--- src/rtl/set_ctrl.sv ---
// Clock/calendar setting controller: button-driven edit of a shadow date/time with a one-cycle load.
// Optional inactivity timeout is compiled in when SET_TIMEOUT_EN is defined.
module set_ctrl #(
    parameter int TIMEOUT_S = 30,
    parameter int YEAR_MIN  = 2000,
    parameter int YEAR_MAX  = 2099
) (
    input  logic        clk,
    input  logic        rst_n,
    input  logic        tick_1hz,
    input  logic [4:0]  btn,
    input  logic [15:0] cur_year,
    input  logic [3:0]  cur_month,
    input  logic [4:0]  cur_day,
    input  logic [4:0]  cur_hour,
    input  logic [5:0]  cur_minute,
    output logic        edit,
    output logic [2:0]  field,
    output logic        blink,
    output logic        load,
    output logic [15:0] set_year,
    output logic [3:0]  set_month,
    output logic [4:0]  set_day,
    output logic [4:0]  set_hour,
    output logic [5:0]  set_minute
);

    typedef enum logic [1:0] {
        ST_IDLE,
        ST_EDIT,
        ST_COMMIT
    } state_t;

    localparam logic [2:0]  F_YEAR   = 3'd0;
    localparam logic [2:0]  F_MONTH  = 3'd1;
    localparam logic [2:0]  F_DAY    = 3'd2;
    localparam logic [2:0]  F_HOUR   = 3'd3;
    localparam logic [2:0]  F_MINUTE = 3'd4;
    localparam logic [15:0] Y_MIN    = 16'(YEAR_MIN);
    localparam logic [15:0] Y_MAX    = 16'(YEAR_MAX);

    // Button bit positions within {mid,left,right,up,down}
    localparam int B_MID   = 4;
    localparam int B_LEFT  = 3;
    localparam int B_RIGHT = 2;
    localparam int B_UP    = 1;
    localparam int B_DOWN  = 0;

    function automatic logic [4:0] days_in_month(input logic [15:0] y, input logic [3:0] m);
        logic leap;
        leap = (y[1:0] == 2'b00) && (((y % 16'd100) != 16'd0) || ((y % 16'd400) == 16'd0));
        case (m)
            4'd2:                      days_in_month = leap ? 5'd29 : 5'd28;
            4'd4, 4'd6, 4'd9, 4'd11:   days_in_month = 5'd30;
            default:                   days_in_month = 5'd31;
        endcase
    endfunction

    state_t      state_q, state_d;
    logic [2:0]  field_q, field_d;
    logic        blink_q, blink_d;
    logic [15:0] year_q, year_d;
    logic [3:0]  month_q, month_d;
    logic [4:0]  day_q, day_d;
    logic [4:0]  hour_q, hour_d;
    logic [5:0]  minute_q, minute_d;
    logic [4:0]  btn_q, btn_prev_q;

    logic [4:0]  rise;
    logic        act_mid, act_up, act_down, act_left, act_right;
    logic        field_chg;
    logic [4:0]  dim_cur;
    logic [4:0]  dim_new;

    // Input is registered once, then compared to its previous sample: actions land one cycle after the rise
    assign rise      = btn_q & ~btn_prev_q;
    assign act_mid   = rise[B_MID];
    assign act_up    = rise[B_UP]    & ~rise[B_MID];
    assign act_down  = rise[B_DOWN]  & ~rise[B_MID] & ~rise[B_UP];
    assign act_left  = rise[B_LEFT]  & ~rise[B_MID] & ~rise[B_UP] & ~rise[B_DOWN];
    assign act_right = rise[B_RIGHT] & ~rise[B_MID] & ~rise[B_UP] & ~rise[B_DOWN] & ~rise[B_LEFT];

    assign dim_cur = days_in_month(year_q, month_q);

`ifdef SET_TIMEOUT_EN
    localparam int TMO_W = $clog2(TIMEOUT_S + 1);
    logic [TMO_W-1:0] tmo_q, tmo_d;
`endif

    always_comb begin
        state_d   = state_q;
        field_d   = field_q;
        blink_d   = blink_q;
        year_d    = year_q;
        month_d   = month_q;
        day_d     = day_q;
        hour_d    = hour_q;
        minute_d  = minute_q;
        field_chg = 1'b0;
        dim_new   = dim_cur;
`ifdef SET_TIMEOUT_EN
        tmo_d     = '0;
`endif
        case (state_q)
            ST_IDLE: begin
                blink_d = 1'b0;
                if (act_mid) begin
                    state_d  = ST_EDIT;
                    year_d   = cur_year;
                    month_d  = cur_month;
                    day_d    = cur_day;
                    hour_d   = cur_hour;
                    minute_d = cur_minute;
                    field_d  = F_YEAR;
                end
            end
            ST_EDIT: begin
                if (act_mid) begin
                    state_d = ST_COMMIT;
                end else if (act_up || act_down) begin
                    case (field_q)
                        F_YEAR: begin
                            if (act_up) year_d = (year_q >= Y_MAX) ? Y_MIN : year_q + 16'd1;
                            else        year_d = (year_q <= Y_MIN) ? Y_MAX : year_q - 16'd1;
                        end
                        F_MONTH: begin
                            if (act_up) month_d = (month_q >= 4'd12) ? 4'd1 : month_q + 4'd1;
                            else        month_d = (month_q <= 4'd1) ? 4'd12 : month_q - 4'd1;
                        end
                        F_DAY: begin
                            if (act_up) day_d = (day_q >= dim_cur) ? 5'd1 : day_q + 5'd1;
                            else        day_d = (day_q <= 5'd1) ? dim_cur : day_q - 5'd1;
                        end
                        F_HOUR: begin
                            if (act_up) hour_d = (hour_q >= 5'd23) ? 5'd0 : hour_q + 5'd1;
                            else        hour_d = (hour_q == 5'd0) ? 5'd23 : hour_q - 5'd1;
                        end
                        default: begin
                            if (act_up) minute_d = (minute_q >= 6'd59) ? 6'd0 : minute_q + 6'd1;
                            else        minute_d = (minute_q == 6'd0) ? 6'd59 : minute_q - 6'd1;
                        end
                    endcase
                    // A year or month change may shorten the month below the held day
                    if (field_q == F_YEAR || field_q == F_MONTH) begin
                        dim_new = days_in_month(year_d, month_d);
                        if (day_q > dim_new) day_d = dim_new;
                    end
                end else if (act_left) begin
                    field_d   = (field_q == F_YEAR) ? F_MINUTE : field_q - 3'd1;
                    field_chg = 1'b1;
                end else if (act_right) begin
                    field_d   = (field_q >= F_MINUTE) ? F_YEAR : field_q + 3'd1;
                    field_chg = 1'b1;
                end

                if (field_chg)     blink_d = 1'b0;
                else if (tick_1hz) blink_d = ~blink_q;

`ifdef SET_TIMEOUT_EN
                if (|rise) begin
                    tmo_d = '0;
                end else if (tick_1hz) begin
                    if (tmo_q >= TMO_W'(TIMEOUT_S - 1)) begin
                        state_d = ST_IDLE;
                        tmo_d   = '0;
                    end else begin
                        tmo_d = tmo_q + 1'b1;
                    end
                end else begin
                    tmo_d = tmo_q;
                end
`endif
                if (state_d != ST_EDIT) blink_d = 1'b0;
            end
            ST_COMMIT: begin
                state_d = ST_IDLE;
                blink_d = 1'b0;
            end
            default: begin
                state_d = ST_IDLE;
                blink_d = 1'b0;
            end
        endcase
    end

    always_ff @(posedge clk or negedge rst_n) begin
        if (!rst_n) begin
            state_q    <= ST_IDLE;
            field_q    <= F_YEAR;
            blink_q    <= 1'b0;
            year_q     <= Y_MIN;
            month_q    <= 4'd1;
            day_q      <= 5'd1;
            hour_q     <= 5'd0;
            minute_q   <= 6'd0;
            btn_q      <= '1;
            btn_prev_q <= '1;
        end else begin
            state_q    <= state_d;
            field_q    <= field_d;
            blink_q    <= blink_d;
            year_q     <= year_d;
            month_q    <= month_d;
            day_q      <= day_d;
            hour_q     <= hour_d;
            minute_q   <= minute_d;
            btn_q      <= btn;
            btn_prev_q <= btn_q;
        end
    end

`ifdef SET_TIMEOUT_EN
    always_ff @(posedge clk or negedge rst_n) begin
        if (!rst_n) tmo_q <= '0;
        else        tmo_q <= tmo_d;
    end
`endif

    assign edit       = (state_q == ST_EDIT);
    assign load       = (state_q == ST_COMMIT);
    assign field      = field_q;
    assign blink      = blink_q;
    assign set_year   = year_q;
    assign set_month  = month_q;
    assign set_day    = day_q;
    assign set_hour   = hour_q;
    assign set_minute = minute_q;

endmodule
--- config.mk ---
export PLATFORM = sky130hd
export DESIGN_NAME = set_ctrl
export DESIGN_NICKNAME = d
export VERILOG_FILES = /design/src/rtl/set_ctrl.sv
export SDC_FILE = /design/constraint.sdc
export NUM_CORES = 1
export LEC_CHECK = 0
export CORE_MARGIN = 1.5
export CORE_UTILIZATION = 30
export DETAILED_ROUTE_END_ITERATION = 16
export GPL_ROUTABILITY_DRIVEN = 1
export MAX_ROUTING_LAYER = met4
export PLACE_DENSITY = 0.54
export SETUP_SLACK_MARGIN = 0.2
export SLEW_MARGIN = 10
export SYNTH_ARGS = -nofsm -noshare
export SYNTH_HDL_FRONTEND = slang
export SYNTH_SLANG_ARGS = --single-unit
--- constraint.sdc ---
create_clock -name clk -period 10.3 [get_ports clk]
set_input_delay 1.545 -clock clk [delete_from_list [all_inputs] [get_ports clk]]
set_output_delay 1.545 -clock clk [all_outputs]
set_load 0.1 [all_outputs]
-- Word level (Yosys, flattened, before mapping)
Cells that the tools add are included.
- output and inout port bits: 42
- bits in registers: 52
- input port bits: 44
- reduce and logical (&&, ||, !) cells: 24
- $lt $le $gt $ge: 10
- equal/unequal tests: 24
- divide/modulo/power cells: 4
- multiplexer cells: 77
- $add $sub $neg: 12
- bitwise operators: 17
- operators by type and width (operator ; number):
    two-way mux 16 bit ; 10
    two-way mux 5 bit ; 20
    two-way mux 6 bit ; 7
    two-way mux 4 bit ; 10
    logical NOT 16 bit ; 2
    remainder unit 16 x 7 -> 16 bit, second input constant ; 2
    remainder unit 16 x 9 -> 16 bit, second input constant ; 2
    case mux 16 bit (2 select lines) ; 1
    nonzero test 16 bit ; 2
    two-way mux 3 bit ; 7
    case mux 5 bit (2 select lines) ; 2
    adder 16 x 1 -> 16 bit, second input constant ; 1
    == test 4 x 3 -> 1 bit, second input constant ; 4
    == test 4 bit, second input constant ; 4
    >= comparator 16 x 12 -> 1 bit, second input constant ; 1
    <= comparator 16 x 11 -> 1 bit, second input constant ; 1
    subtractor 16 x 1 -> 16 bit, second input constant ; 1
    AND reduction 5 bit ; 3
    case mux 2 bit (2 select lines) ; 3
    case mux 6 bit (2 select lines) ; 1
    OR reduction 4 bit ; 3
    two-way mux 1 bit ; 11
    adder 5 x 1 -> 5 bit, second input constant ; 2
    bitwise AND 1 bit ; 10
    38 further kinds ; 58

-- Longest topological paths before layout
- word-level depth: 25
- depth in mapped cells: 41
- gate-level depth less buffers: 36

-- Worst setup path before layout
OpenSTA, ideal clock, no wires.
- kind: reg2reg
- start point: reg year_q[12] (netlist: set_year[12])
- end point: reg day_q[2] (netlist: set_day[2])
- clock period less this slack: 8.411 ns
- data arrival time: 8.278 ns
- cell stages (with the launch flop): 39
- path slack: 1.889 ns
- data required time: 10.167 ns
- setup time: 0.133 ns
- cell sequence: dfrtp_1 > buf_2 > or2_1 > a311o_1 > a21oi_2 > or3b_1 > nor2_1 > nor2_1 > o221ai_2 > a21oi_2 > a211o_1 > a211o_1 > o2111a_1 > or3_4 > nor3_2 > o21a_2 > a21oi_2 > or3_1 > (+3 left out) > or4_4 > a31oi_2 > o22ai_1 > a21bo_1 > a211oi_1 > or2_2 > a21boi_0 > ha_1 > nand2b_1 > a21oi_1 > o21ai_0 > inv_1 > a22oi_1 > o21ai_0 > a221oi_1 > nor2_1 > a21oi_1 > o21ai_0
- longest elaborated chain between the ends: 23
- elaborated cells between the ends (all ways): 42
- classes of those cells: add/sub: 2; div: 4; order compare: 4; mux: 23; reduce/logical: 9
- RTL lines (item ; RTL line ; RTL):
    from (decl) ; 62 ; logic [15:0] year_q, year_d;
    from (signal assigned) ; 202 ; year_q <= year_d;
    subtractor 16 x 1 -> 16 bit, or another cell as far along ; 124 ; else year_d = (year_q <= Y_MIN) ? Y_MAX : year_q - 16'd1;
    two-way mux 16 bit (on tied branches) ; 124, 123 ;
    two-way mux 16 bit ; 123 ; if (act_up) year_d = (year_q >= Y_MAX) ? Y_MIN : year_q + 16'd1;
    two-way mux 16 bit ; 121 ; case (field_q)
    two-way mux 16 bit ; 120 ; end else if (act_up || act_down) begin
    two-way mux 16 bit ; 118 ; if (act_mid) begin
    two-way mux 16 bit ; 104 ; case (state_q)
    remainder unit 16 x 7 -> 16 bit / remainder unit 16 x 9 -> 16 bit (equally long branches) ; 51 ; leap = (y[1:0] == 2'b00) && (((y % 16'd100) != 16'd0) || ((y % 16'd400) == 16'd0));
    (+7 left out) ; -- ;
    two-way mux 5 bit ; 118 ;
    two-way mux 5 bit ; 104 ;
    greater-than comparator 5 bit ; 146 ; if (day_q > dim_new) day_d = dim_new;
    two-way mux 5 bit ; 146 ;
    two-way mux 5 bit (*) ; 144 ; if (field_q == F_YEAR || field_q == F_MONTH) begin
    two-way mux 5 bit (*) ; 120 ;
    two-way mux 5 bit (*) ; 118 ;
    case mux 5 bit (2 select lines) (*) ; 104 ;
    to (signal assigned) ; 204 ; day_q <= day_d;
    to (decl) ; 64 ; logic [4:0] day_q, day_d;
Every way passes the cells marked *; elsewhere a longest branch is shown, timed or not. The select of a mux whose other input is x is not followed.
A chain may end at the register's enable or synchronous reset.

-- Final worst setup path
- start point: reg year_q[13] (netlist: set_year[13])
- end point: reg day_q[2] (netlist: set_day[2])
Same word-level chain as after synthesis.

==> impl_metrics.tcl <==
set metrics [dict create \
    status "complete, no violations" \
    max_freq_ghz 0.1086 \
    setup_viol 0 \
    critical-path-top-delay-family "compound AO/OA/AOI/OAI gates" \
    grt_max_degree 55 \
    drive_gt1_share_pct 11.49 \
    synth_edf_count 0 \
    syn_area_per_cell_um2 7.081 \
    die_y_um 171.1 \
    synth_cell_type_count 119 \
    io_pins 86 \
    numCtsBuffers 5 \
    fin_setup_tns_ns 0 \
    met3_length_um 1324 \
    route.vias.total 9359 \
    place_hpwl_um 20220 \
    clock_latency_ns 0.31 \
    critPathLaunchType "flop" \
    nFillCells 2963 \
    grtUsageTotal_pct 19.62 \
    grt_pass1_wl_um 45670 \
    place_area_um2 9570 \
    num_rows 61 \
    placedCellCount 1594 \
    syn_area_um2 8476 \
    antenna_found_initial 0 \
    relSlewSlack_pct 19.66 \
    wl_met2_um 13000 \
    ys_ff_latch 52 \
    synth_fp_nets 1267 \
    instances_no_fill 1605 \
    hold_viol 0 \
    cts.sinks 52 \
    rsz0062_at_grt "false" \
    clock_path_buffers 2 \
    hp-class "flop to flop" \
    cp.arrival_ns 9.39 \
    ys_async_sr_fraction_pct 100.0 \
    worst-path-buf-inv 5 \
    nNetsFinal 1296 \
    portBuffers 85 \
    place_congestion 0.8619 \
    syn2layout_area_growth_pct 15.13 \
    top_layer_used "met4" \
    wl_um 27740 \
    fin_crit_ns 9.208 \
    start_util_pct 30.51 \
    ys.warnings.count 0 \
    post-route-period-util_pct 89.40 \
    cts_tree "done" \
    drv_cap 0 \
    grt_overflow 0 \
    cts.hold.buffers_added 0 \
    die_x_um 171.1 \
    hold_ws_ns 0.3697 \
    cp_max_fo 21 \
    htree_levels 2 \
    final_cell_area_um2 9758 \
    syn_inst 1197 \
    final_antenna_net_count 0 \
    die_area_um2 29270 \
    drv_slew 0 \
    core_area_um2 27780 \
    path_clk_slew_ns 0.08 \
    crit_path_top_delay_cell "dfrtp_1" \
    slowest_delay_ns 0.76 \
    drc 0 \
    diodes 0 \
    grt_pass1_vias 8612 \
    ys_seq_area_share_pct 15.62 \
    drtPass1Iterations 5 \
    clock_skew_ns 0.007982 \
    wire_per_inst_um 17.29 \
    cts_root_buffer "clkbuf_16" \
    drt-met1-wl_um 12920 \
    synthFlopType "dfrtp_1" \
    drt_iter0_drc 727 \
    critPathRequiredTime_ns 10.48 \
    worstSetupPathType "flop to flop" \
    worst_slew_pin_slew_ns 1.199 \
    routed_via_density 5.831 \
    worst_setup_path_end_kind "flop" \
]
[timing repair]
action,CTS,global route
setup endpoints to repair,0,5
setup buffers,0,3
gates resized for setup,0,7
[layer usage]
metal,vias up,global-route usage [%]
met4,0,4.729
met2,254,31.71
li1,4616,-
met1,4456,25.93
met3,33,2.475
met5,-,-
[placed cells by master (no fill, tap or decap), types with 12 or more instances in the layout]
cell	instances
a211oi_1	25
nand3_1	50
ha_1	26
o21a_1	13
dfrtp_1	31
buf_4	19
o21ai_0	81
dfstp_2	17
and3_1	15
and2_1	14
nor2b_1	12
nor3_1	42
a21oi_1	93
a31oi_1	19
xnor2_1	19
a21o_1	15
mux2i_1	15
clkdlybuf4s50_1	84
inv_1	35
nand2_1	115
o211ai_1	19
o22ai_1	18
nor2_1	132
[flip-flops by register name (all words and copies together) (netlist names), 2 cells and up]
| name | cells |
|---|---|
| btn_prev_q | 5 |
| btn_q | 5 |
| field | 3 |
| set_day | 5 |
| set_hour | 5 |
| set_minute | 6 |
| set_month | 4 |
| set_year | 16 |
| state_q | 2 |
[cell usage after synthesis, types with 8 or more instances]
cell type | n | share of area [%]
nor2_1 | 133 | 5.9
nand2_1 | 115 | 5.1
a21oi_1 | 94 | 5.6
o21ai_0 | 82 | 4.8
nand3_1 | 50 | 3.0
clkbuf_1 | 49 | 2.2
nor3_1 | 42 | 2.5
inv_1 | 35 | 1.6
dfrtp_1 | 34 | 10
ha_1 | 26 | 3.8
a211oi_1 | 25 | 2.2
a31oi_1 | 19 | 1.4
o211ai_1 | 19 | 1.7
xnor2_1 | 19 | 2.0
buf_2 | 18 | 1.1
dfstp_2 | 18 | 5.6
o22ai_1 | 18 | 1.3
a21o_1 | 15 | 1.3
and3_1 | 15 | 1.1
mux2i_1 | 15 | 1.8
and2_1 | 14 | 1.0
o21a_1 | 13 | 1.2
nor2b_1 | 12 | 0.89
nor4_1 | 11 | 0.81
o221ai_1 | 11 | 1.1
or2_2 | 11 | 0.81
a22oi_1 | 10 | 0.89
buf_1 | 10 | 0.44
nand2b_1 | 10 | 0.74
nand4_1 | 9 | 0.66
o21ai_1 | 9 | 0.53
a221oi_1 | 8 | 0.83
nand3b_1 | 8 | 0.71
[stage by stage]
step	setup slack (ns)	util (%)
5_1_grt	0.2000	35.12
4_1_cts	0.7560	34.96
6_report	1.092	35.12
3_3_place_gp	0.9499	34.45
2_1_floorplan	1.889	-
3_5_place_dp	0.8110	34.45
[final timing paths]
path / from / to / slack [ns] / depth (start not counted)
min in group asynchronous: rst_n / set_month[2]$_DFFE_PN0P_ / 1.37 / 2
max in group asynchronous: rst_n / set_year[15]$_DFFE_PN0P_ / 8.37 / 2
max: set_year[13]$_DFFE_PN0P_ / set_day[2]$_DFFE_PN0P_ / 1.09 / 37
min reg2reg: btn_q[0]$_DFF_PN1_ / btn_prev_q[0]$_DFF_PN1_ / 0.37 / 0
max reg2reg: set_year[13]$_DFFE_PN0P_ / set_day[2]$_DFFE_PN0P_ / 1.09 / 37
min: btn_q[0]$_DFF_PN1_ / btn_prev_q[0]$_DFF_PN1_ / 0.37 / 0
[cell type report]
class | count | area (um2) | area share, %
clock inverter | 2 | 13.76 | 0.1410
sequential | 52 | 1331 | 13.64
timing repair buffer | 104 | 988.4 | 10.13
tap | 378 | 473.0 | 4.847
inverter | 35 | 131.4 | 1.346
multi-input combinational | 1028 | 6691 | 68.57
clock buffer | 6 | 128.9 | 1.321
[cell families after synthesis]
logic type	Yosys count	synth area share, %
multiplexers	23	2.834
flip-flops	52	15.62
adder cells (fa/ha/maj)	30	4.325
AO/OA/AOI/OAI	465	39.76
buffers and inverters	117	5.802
XOR/XNOR	27	2.967
AND/OR/NAND/NOR	483	28.70
Power is left out: the tool's default activity adds up to more than one toggle a clock period on the data nets, which glitch-free logic cannot reach.
